### config.mk
export PLATFORM = sky130hd
export DESIGN_NAME = uart_alu_cmd_ctrl
export DESIGN_NICKNAME = d
export VERILOG_FILES = /design/src/rtl/uart_cmd_pkg.sv /design/src/rtl/resp_serializer.sv /design/src/rtl/uart_alu_cmd_ctrl.sv
export SDC_FILE = /design/constraint.sdc
export NUM_CORES = 1
export LEC_CHECK = 0
export BUFFER_PORTS_ARGS = -buffer_cell sky130_fd_sc_hd__buf_2
export CELL_PAD_IN_SITES_DETAIL_PLACEMENT = 0
export CELL_PAD_IN_SITES_GLOBAL_PLACEMENT = 1
export CORE_UTILIZATION = 35
export CTS_CLUSTER_DIAMETER = 200
export DETAILED_ROUTE_END_ITERATION = 6
export HOLD_SLACK_MARGIN = 0.05
export PLACE_DENSITY_LB_ADDON = 0.25
export SYNTH_ARGS = -nofsm -noshare
export SYNTH_HDL_FRONTEND = slang
export SYNTH_SLANG_ARGS = --single-unit
### constraint.sdc
create_clock -name clk -period 1.86 [get_ports clk]
set_input_delay 0.372 -clock clk [delete_from_list [all_inputs] [get_ports clk]]
set_output_delay 0.372 -clock clk [all_outputs]
set_load 0.02 [all_outputs]
### src/rtl/uart_cmd_pkg.sv
// Shared definitions for the UART command controller: command codes,
// the NAK byte, the controller state encoding and small helpers.
package uart_cmd_pkg;

   // Command bytes recognised in IDLE
   localparam logic [7:0] CMD_LOAD_A = 8'h01;
   localparam logic [7:0] CMD_LOAD_B = 8'h02;
   localparam logic [7:0] CMD_SET_OP = 8'h03;
   localparam logic [7:0] CMD_EXEC   = 8'h04;

   // Reply to any unrecognised command byte
   localparam logic [7:0] NAK_BYTE   = 8'hEE;

   typedef enum logic [2:0] {
      IDLE,
      LOAD,
      EXEC,
      TX_SEND,
      TX_WAIT
   } state_t;

   // Register a LOAD sequence is filling
   typedef enum logic [1:0] {
      TGT_A,
      TGT_B,
      TGT_OP
   } target_t;

   // Status byte returned after the result: {6'b0, carry, zero}
   function automatic logic [7:0] status_byte(input logic carry, input logic zero);
      return {6'b000000, carry, zero};
   endfunction

   function automatic logic is_known_cmd(input logic [7:0] code);
      return (code == CMD_LOAD_A) || (code == CMD_LOAD_B) ||
             (code == CMD_SET_OP) || (code == CMD_EXEC);
   endfunction

endpackage

### src/rtl/resp_serializer.sv
// Response serializer: captures up to NB+1 bytes in one cycle and streams
// them LSB first to a byte UART transmitter using the ready/valid handshake.
// tx_valid is gated directly by tx_ready so it can never fire while the
// transmitter is busy; the cycle after each pulse tx_ready is ignored
// because the transmitter only drops it one cycle late.
module resp_serializer
   import uart_cmd_pkg::*;
#(
   parameter int NB = 2
) (
   input  logic                      clk,
   input  logic                      reset,
   input  logic                      load,
   input  logic [$clog2(NB+2)-1:0]   len,
   input  logic [8*(NB+1)-1:0]       din,
   input  logic                      tx_ready,
   output logic [7:0]                tx_data,
   output logic                      tx_valid,
   output logic                      next_byte,
   output logic                      done
);

   localparam int LEN_W = $clog2(NB+2);

   state_t             st;
   logic [7:0]         rbuf [0:NB];
   logic [LEN_W-1:0]   idx;
   logic [LEN_W-1:0]   len_r;
   logic               skip;
   logic               last;
   logic               wait_ok;

   assign last      = (idx == len_r);
   assign wait_ok   = (st == TX_WAIT) && !skip && tx_ready;
   assign tx_valid  = (st == TX_SEND) && tx_ready;
   assign next_byte = wait_ok && !last;
   assign done      = wait_ok && last;

   // Select the byte at the current index; idle output is 0x00
   always_comb begin
      tx_data = 8'h00;
      if (st == TX_SEND || st == TX_WAIT) begin
         for (int i = 0; i <= NB; i++) begin
            if (idx == LEN_W'(i)) tx_data = rbuf[i];
         end
      end
   end

   // Response buffer capture (datapath, no reset needed)
   always_ff @(posedge clk) begin
      if (load && st == IDLE) begin
         for (int i = 0; i <= NB; i++) rbuf[i] <= din[8*i +: 8];
      end
   end

   // Handshake sequencer: SEND pulses one byte, WAIT lets the transmitter finish
   always_ff @(posedge clk) begin
      if (reset) begin
         st    <= IDLE;
         idx   <= '0;
         len_r <= '0;
         skip  <= 1'b0;
      end else begin
         case (st)
            IDLE: begin
               if (load) begin
                  idx   <= '0;
                  len_r <= len;
                  st    <= TX_SEND;
               end
            end
            TX_SEND: begin
               if (tx_ready) begin
                  idx  <= idx + 1'b1;
                  skip <= 1'b1;
                  st   <= TX_WAIT;
               end
            end
            TX_WAIT: begin
               if (skip) begin
                  skip <= 1'b0;
               end else if (tx_ready) begin
                  st <= last ? IDLE : TX_SEND;
               end
            end
            default: st <= IDLE;
         endcase
      end
   end

endmodule

### src/rtl/uart_alu_cmd_ctrl.sv
// Command controller between a byte UART and an N-bit ALU. Decodes
// load-A / load-B / set-opcode / execute commands, assembles multi-byte
// operands in a shadow register so the ALU inputs only ever change
// atomically, aborts stalled loads after TIMEOUT_CYC idle cycles, NAKs
// unknown commands and returns result bytes plus a status byte.
module uart_alu_cmd_ctrl
   import uart_cmd_pkg::*;
#(
   parameter int N           = 8,
   parameter int OP_W        = 6,
   parameter int TIMEOUT_CYC = 1_000_000
) (
   input  logic            clk,
   input  logic            reset,
   input  logic [7:0]      rx_data,
   input  logic            rx_valid,
   input  logic            tx_ready,
   output logic [7:0]      tx_data,
   output logic            tx_valid,
   output logic [N-1:0]    alu_a,
   output logic [N-1:0]    alu_b,
   output logic [OP_W-1:0] alu_op,
   input  logic [N-1:0]    alu_result,
   input  logic            alu_carry,
   input  logic            alu_zero,
   output logic            busy
);

   localparam int NB    = N / 8;
   localparam int BC_W  = (NB > 1) ? $clog2(NB) : 1;
   localparam int LEN_W = $clog2(NB + 2);
   localparam int TMO_W = $clog2(TIMEOUT_CYC + 1);

   localparam logic [BC_W-1:0]  LAST_OPND = BC_W'(NB - 1);
   localparam logic [BC_W-1:0]  LAST_OPC  = '0;
   localparam logic [LEN_W-1:0] RESP_LEN  = LEN_W'(NB + 1);
   localparam logic [LEN_W-1:0] NAK_LEN   = LEN_W'(1);
   localparam logic [TMO_W-1:0] TMO_LAST  = TMO_W'(TIMEOUT_CYC - 1);

   state_t                state;
   target_t               tgt;
   logic [BC_W-1:0]       byte_cnt;
   logic [BC_W-1:0]       last_cnt;
   logic [TMO_W-1:0]      tmo_cnt;
   logic [N-1:0]          shadow;
   logic [N-1:0]          shadow_nxt;

   logic                  ser_load;
   logic [LEN_W-1:0]      ser_len;
   logic [8*(NB+1)-1:0]   ser_din;
   logic                  ser_next;
   logic                  ser_done;

   assign busy = (state != IDLE);

   // Shadow with the incoming byte merged at byte_cnt, so commit needs no extra cycle
   always_comb begin
      shadow_nxt = shadow;
      for (int i = 0; i < NB; i++) begin
         if (byte_cnt == BC_W'(i)) shadow_nxt[8*i +: 8] = rx_data;
      end
   end

   // Serializer launch: full response from EXEC, single NAK byte from IDLE
   always_comb begin
      ser_load = 1'b0;
      ser_len  = NAK_LEN;
      ser_din  = {{(8*NB){1'b0}}, NAK_BYTE};
      if (state == EXEC) begin
         ser_load = 1'b1;
         ser_len  = RESP_LEN;
         ser_din  = {status_byte(alu_carry, alu_zero), alu_result};
      end else if (state == IDLE && rx_valid && !is_known_cmd(rx_data)) begin
         ser_load = 1'b1;
      end
   end

   // Command FSM: decode, operand assembly with timeout, atomic commit, tx sequencing
   always_ff @(posedge clk) begin
      if (reset) begin
         state    <= IDLE;
         tgt      <= TGT_A;
         byte_cnt <= '0;
         last_cnt <= '0;
         tmo_cnt  <= '0;
         alu_a    <= '0;
         alu_b    <= '0;
         alu_op   <= '0;
      end else begin
         case (state)
            IDLE: begin
               if (rx_valid) begin
                  byte_cnt <= '0;
                  tmo_cnt  <= '0;
                  shadow   <= '0;
                  case (rx_data)
                     CMD_LOAD_A: begin
                        tgt      <= TGT_A;
                        last_cnt <= LAST_OPND;
                        state    <= LOAD;
                     end
                     CMD_LOAD_B: begin
                        tgt      <= TGT_B;
                        last_cnt <= LAST_OPND;
                        state    <= LOAD;
                     end
                     CMD_SET_OP: begin
                        tgt      <= TGT_OP;
                        last_cnt <= LAST_OPC;
                        state    <= LOAD;
                     end
                     CMD_EXEC: state <= EXEC;
                     default:  state <= TX_SEND;
                  endcase
               end
            end
            LOAD: begin
               if (rx_valid) begin
                  tmo_cnt <= '0;
                  shadow  <= shadow_nxt;
                  if (byte_cnt == last_cnt) begin
                     case (tgt)
                        TGT_A:   alu_a  <= shadow_nxt;
                        TGT_B:   alu_b  <= shadow_nxt;
                        default: alu_op <= shadow_nxt[OP_W-1:0];
                     endcase
                     state <= IDLE;
                  end else begin
                     byte_cnt <= byte_cnt + 1'b1;
                  end
               end else if (tmo_cnt == TMO_LAST) begin
                  state <= IDLE;
               end else begin
                  tmo_cnt <= tmo_cnt + 1'b1;
               end
            end
            EXEC: state <= TX_SEND;
            TX_SEND: begin
               if (tx_ready) state <= TX_WAIT;
            end
            TX_WAIT: begin
               if (ser_done)      state <= IDLE;
               else if (ser_next) state <= TX_SEND;
            end
            default: state <= IDLE;
         endcase
      end
   end

   resp_serializer #(
      .NB (NB)
   ) u_resp (
      .clk       (clk),
      .reset     (reset),
      .load      (ser_load),
      .len       (ser_len),
      .din       (ser_din),
      .tx_ready  (tx_ready),
      .tx_data   (tx_data),
      .tx_valid  (tx_valid),
      .next_byte (ser_next),
      .done      (ser_done)
   );

endmodule
==> qor.yml <==
ys_seq_area_share_pct: 47.1
fin_skew_ns: 0.00878
fp.dieH_microns: 102
ir_drop_uv: 473
synth_edf_count: 18
rsz0062_at_grt: "yes"
worstPathArrival_ns: 1.52
reg2reg_depth: 7
cp-end-kind: "output pin"
r2r-end: "tmo_cnt[18]"
tritoncts: "yes"
grt_usage_pct: 17.0
syn_nets: 397
syn_inst: 368
hold_violations: 0
critPathMaxFanout: 6
synth_area_sq_um: 3480
vias_per_cell: 4.94
ys_top_cells_by_count: "nor2_1 (61), dfxtp_1 (55), a211oi_1 (23)"
hp-start: "alu_result[7]"
gp_congestion: 0.748
io_buffers: 53
yosysWarnings: 0
synth-main-ff-cell: "dfxtp_1"
area_delta_synth_final_pct: 28.9
cts.reportedPaths.clkPinSlew_ns: 0.08
hold_end: "u_resp.rbuf[0][7]"
die_x_microns: 102
cp.required_ns: 1.49
num_vias: 2907
clock_path_buffers: 2
cts_root_buf: "clkbuf_8"
worstSkewPairLatency_ns: 0.35
worstSetupStartpointType: "flip-flop"
status: "finished with violations"
synth_cell_types: 56
cts_buffers: 9
antenna_found_initial: 0
cts_sinks: 73
route.detailed.drc: 0
synth.most_common_cell: "nor2_1"
dr.pass1.iters: 4
synth_top_cell_area_share_pct: 31.6
period_share_pct: 102
wire_per_inst_microns: 13.9
async_reset_ff_share_pct: 0
grt_pass1_wl_microns: 13300
fillers: 957
hold_buffers: 0
setup_ws_ns: -0.0311
synthTopCellsByArea: "dfxtp_1 (32%), edfxtp_1 (16%), nor2_1 (6.6%), a211oi_1 (5.0%), xor2_1 (3.5%)"
diodes: 0
avgSynthCellArea_sq_um: 9.47
finalSetupViolCount: 6
min_path_cells: 2
antenna_left: 0
final_max_slew_viol_count: 0
io-pin-count: 54
detailed_place_hpwl_microns: 5820
max_slew_margin_pct: 63.5
grt_pass1_vias: 2736
cap_viol_max_count: 0
drt_iter0_drc: 120
r2r-start: "tmo_cnt[0]"
core_sq_um: 9730
yosys.area.top_type: "dfxtp_1"
clock.fmax_mhz: 529
wl_microns: 8210
htreeDepth: 3
final_core_util_pct: 46.2
timing.hold.ws_ns: 0.275
cellLeakagePower_uw: 0.00173
grt_max_degree: 25
layout.nets: 480
p_per_area_nw_per_um2: 1040
crit_type: "reg2out"
failed_checks: "setup timing"
die_area_sq_um: 10400
num_rows: 36
worst_slew_pin_slew_ns: 0.533
layout-drive-gt1-share_pct: 32.7
ys_seq_elements: 73
r2r_slack_ns: 0.12
hp-class: "in2reg"
start_util_pct: 35.8
overflow: 0
period_minus_slack_ns: 1.89
==> flip-flops by register name (all words and copies together), names as in the netlist <==
| signal | flops |
|---|---|
| state | 3 |
| u_resp.idx | 2 |
| u_resp.len_r | 2 |
| shadow | 8 |
| tmo_cnt | 20 |
| alu_op | 6 |
| u_resp.st | 2 |
| tgt | 2 |
| u_resp.skip | 1 |
| alu_a | 8 |
| byte_cnt | 1 |
| u_resp.rbuf | 10 |
| alu_b | 8 |
==> what timing repair did <==
action                     4_1_cts  5_1_grt
setup endpoints to repair        9       19
gates resized for setup         33       14
pin swaps                        9        5
setup buffers                    5        0
==> worst max path at each step <==
stage,from,to,slack (ns),cells after the start
2_1_floorplan,rx_data[6],u_resp.idx[0],0.04,5
3_3_place_gp,rx_data[6],u_resp.idx[0],-0.14,6
3_5_place_dp,rx_data[6],u_resp.idx[0],-0.18,6
4_1_cts,u_resp.st[2],tx_data[4],-0.06,5
5_1_grt,u_resp.st[2],tx_data[3],-0.09,5
6_report,u_resp.st[2],tx_data[4],-0.03,5
==> kinds of logic after synthesis <==
| family | count (synthesis) | share of synthesized area [%] |
|---|---|---|
| adders and majority gates | 7 | 2.51 |
| AOI/OAI and AO/OA | 71 | 14.2 |
| xor gates and xnor gates | 16 | 4.02 |
| muxes | 8 | 2.30 |
| buffers and inverters | 28 | 3.23 |
| and+or+nand+nor | 165 | 26.6 |
| DFF | 73 | 47.1 |
==> critical path, stage by stage (launching register included) <==
cell and delay (ns):
dfxtp_2 0.35, inv_2 0.05, ha_4 0.26, and3b_2 0.24, and2_4 0.16, buf_6 0.11
==> report_power, final <==
part	internal, uW	switching, uW
Clock	742	629
Combinational	687	752
Sequential	1780	66.4
==> cell type report <==
cell class | count | area, sq um | share of cell area (%)
inverters | 9 | 33.8 | 0.752
flip-flops and latches | 73 | 1650 | 36.8
repair buffers | 91 | 599 | 13.3
clock inverters | 5 | 60.1 | 1.34
clock buffers | 11 | 163 | 3.62
multi-input cells | 267 | 1820 | 40.5
well taps | 133 | 166 | 3.70
==> routing by layer <==
metal  share of wire, %  GRT usage (%)  up-vias
met5                  0              0        -
met4                2.0           8.70        0
met3                3.3           2.90       10
met2                 45           26.2       46
met1                 49           22.8     1364
li1                   -              -     1487
==> placed cells by master, fill, tap and decap left out, types with 5 or more instances in the layout <==
cell type / Yosys / layout
edfxtp_1: 18 / 18
and2_1: 15 / 9
dfxtp_1: 55 / 49
buf_4: 0 / 40
clkbuf_8: 0 / 10
inv_2: 0 / 5
and2_4: 0 / 6
mux2i_1: 8 / 8
a21oi_1: 10 / 10
nand3_1: 12 / 12
dfxtp_2: 0 / 5
nor2_1: 61 / 60
nand2_1: 21 / 21
buf_6: 0 / 7
buf_2: 6 / 44
nand2b_1: 10 / 10
o21ai_0: 13 / 12
nor3_1: 6 / 6
xor2_1: 14 / 14
a211oi_1: 23 / 23
==> through the flow <==
stage	instances	total power [uW]	setup slack (ns)	cell area (sq um)	setup TNS, ns
detailed placement	568	3030	-0.183	4090	-2.01
finish	589	4650	-0.0311	4490	-0.169
floorplan	368	2630	0.0387	3490	0
global route	589	4890	-0.0908	4490	-0.536
global placement	568	3010	-0.145	4090	-1.69
CTS	589	4660	-0.0577	4440	-0.318
Power figures use the tool's default switching activity.
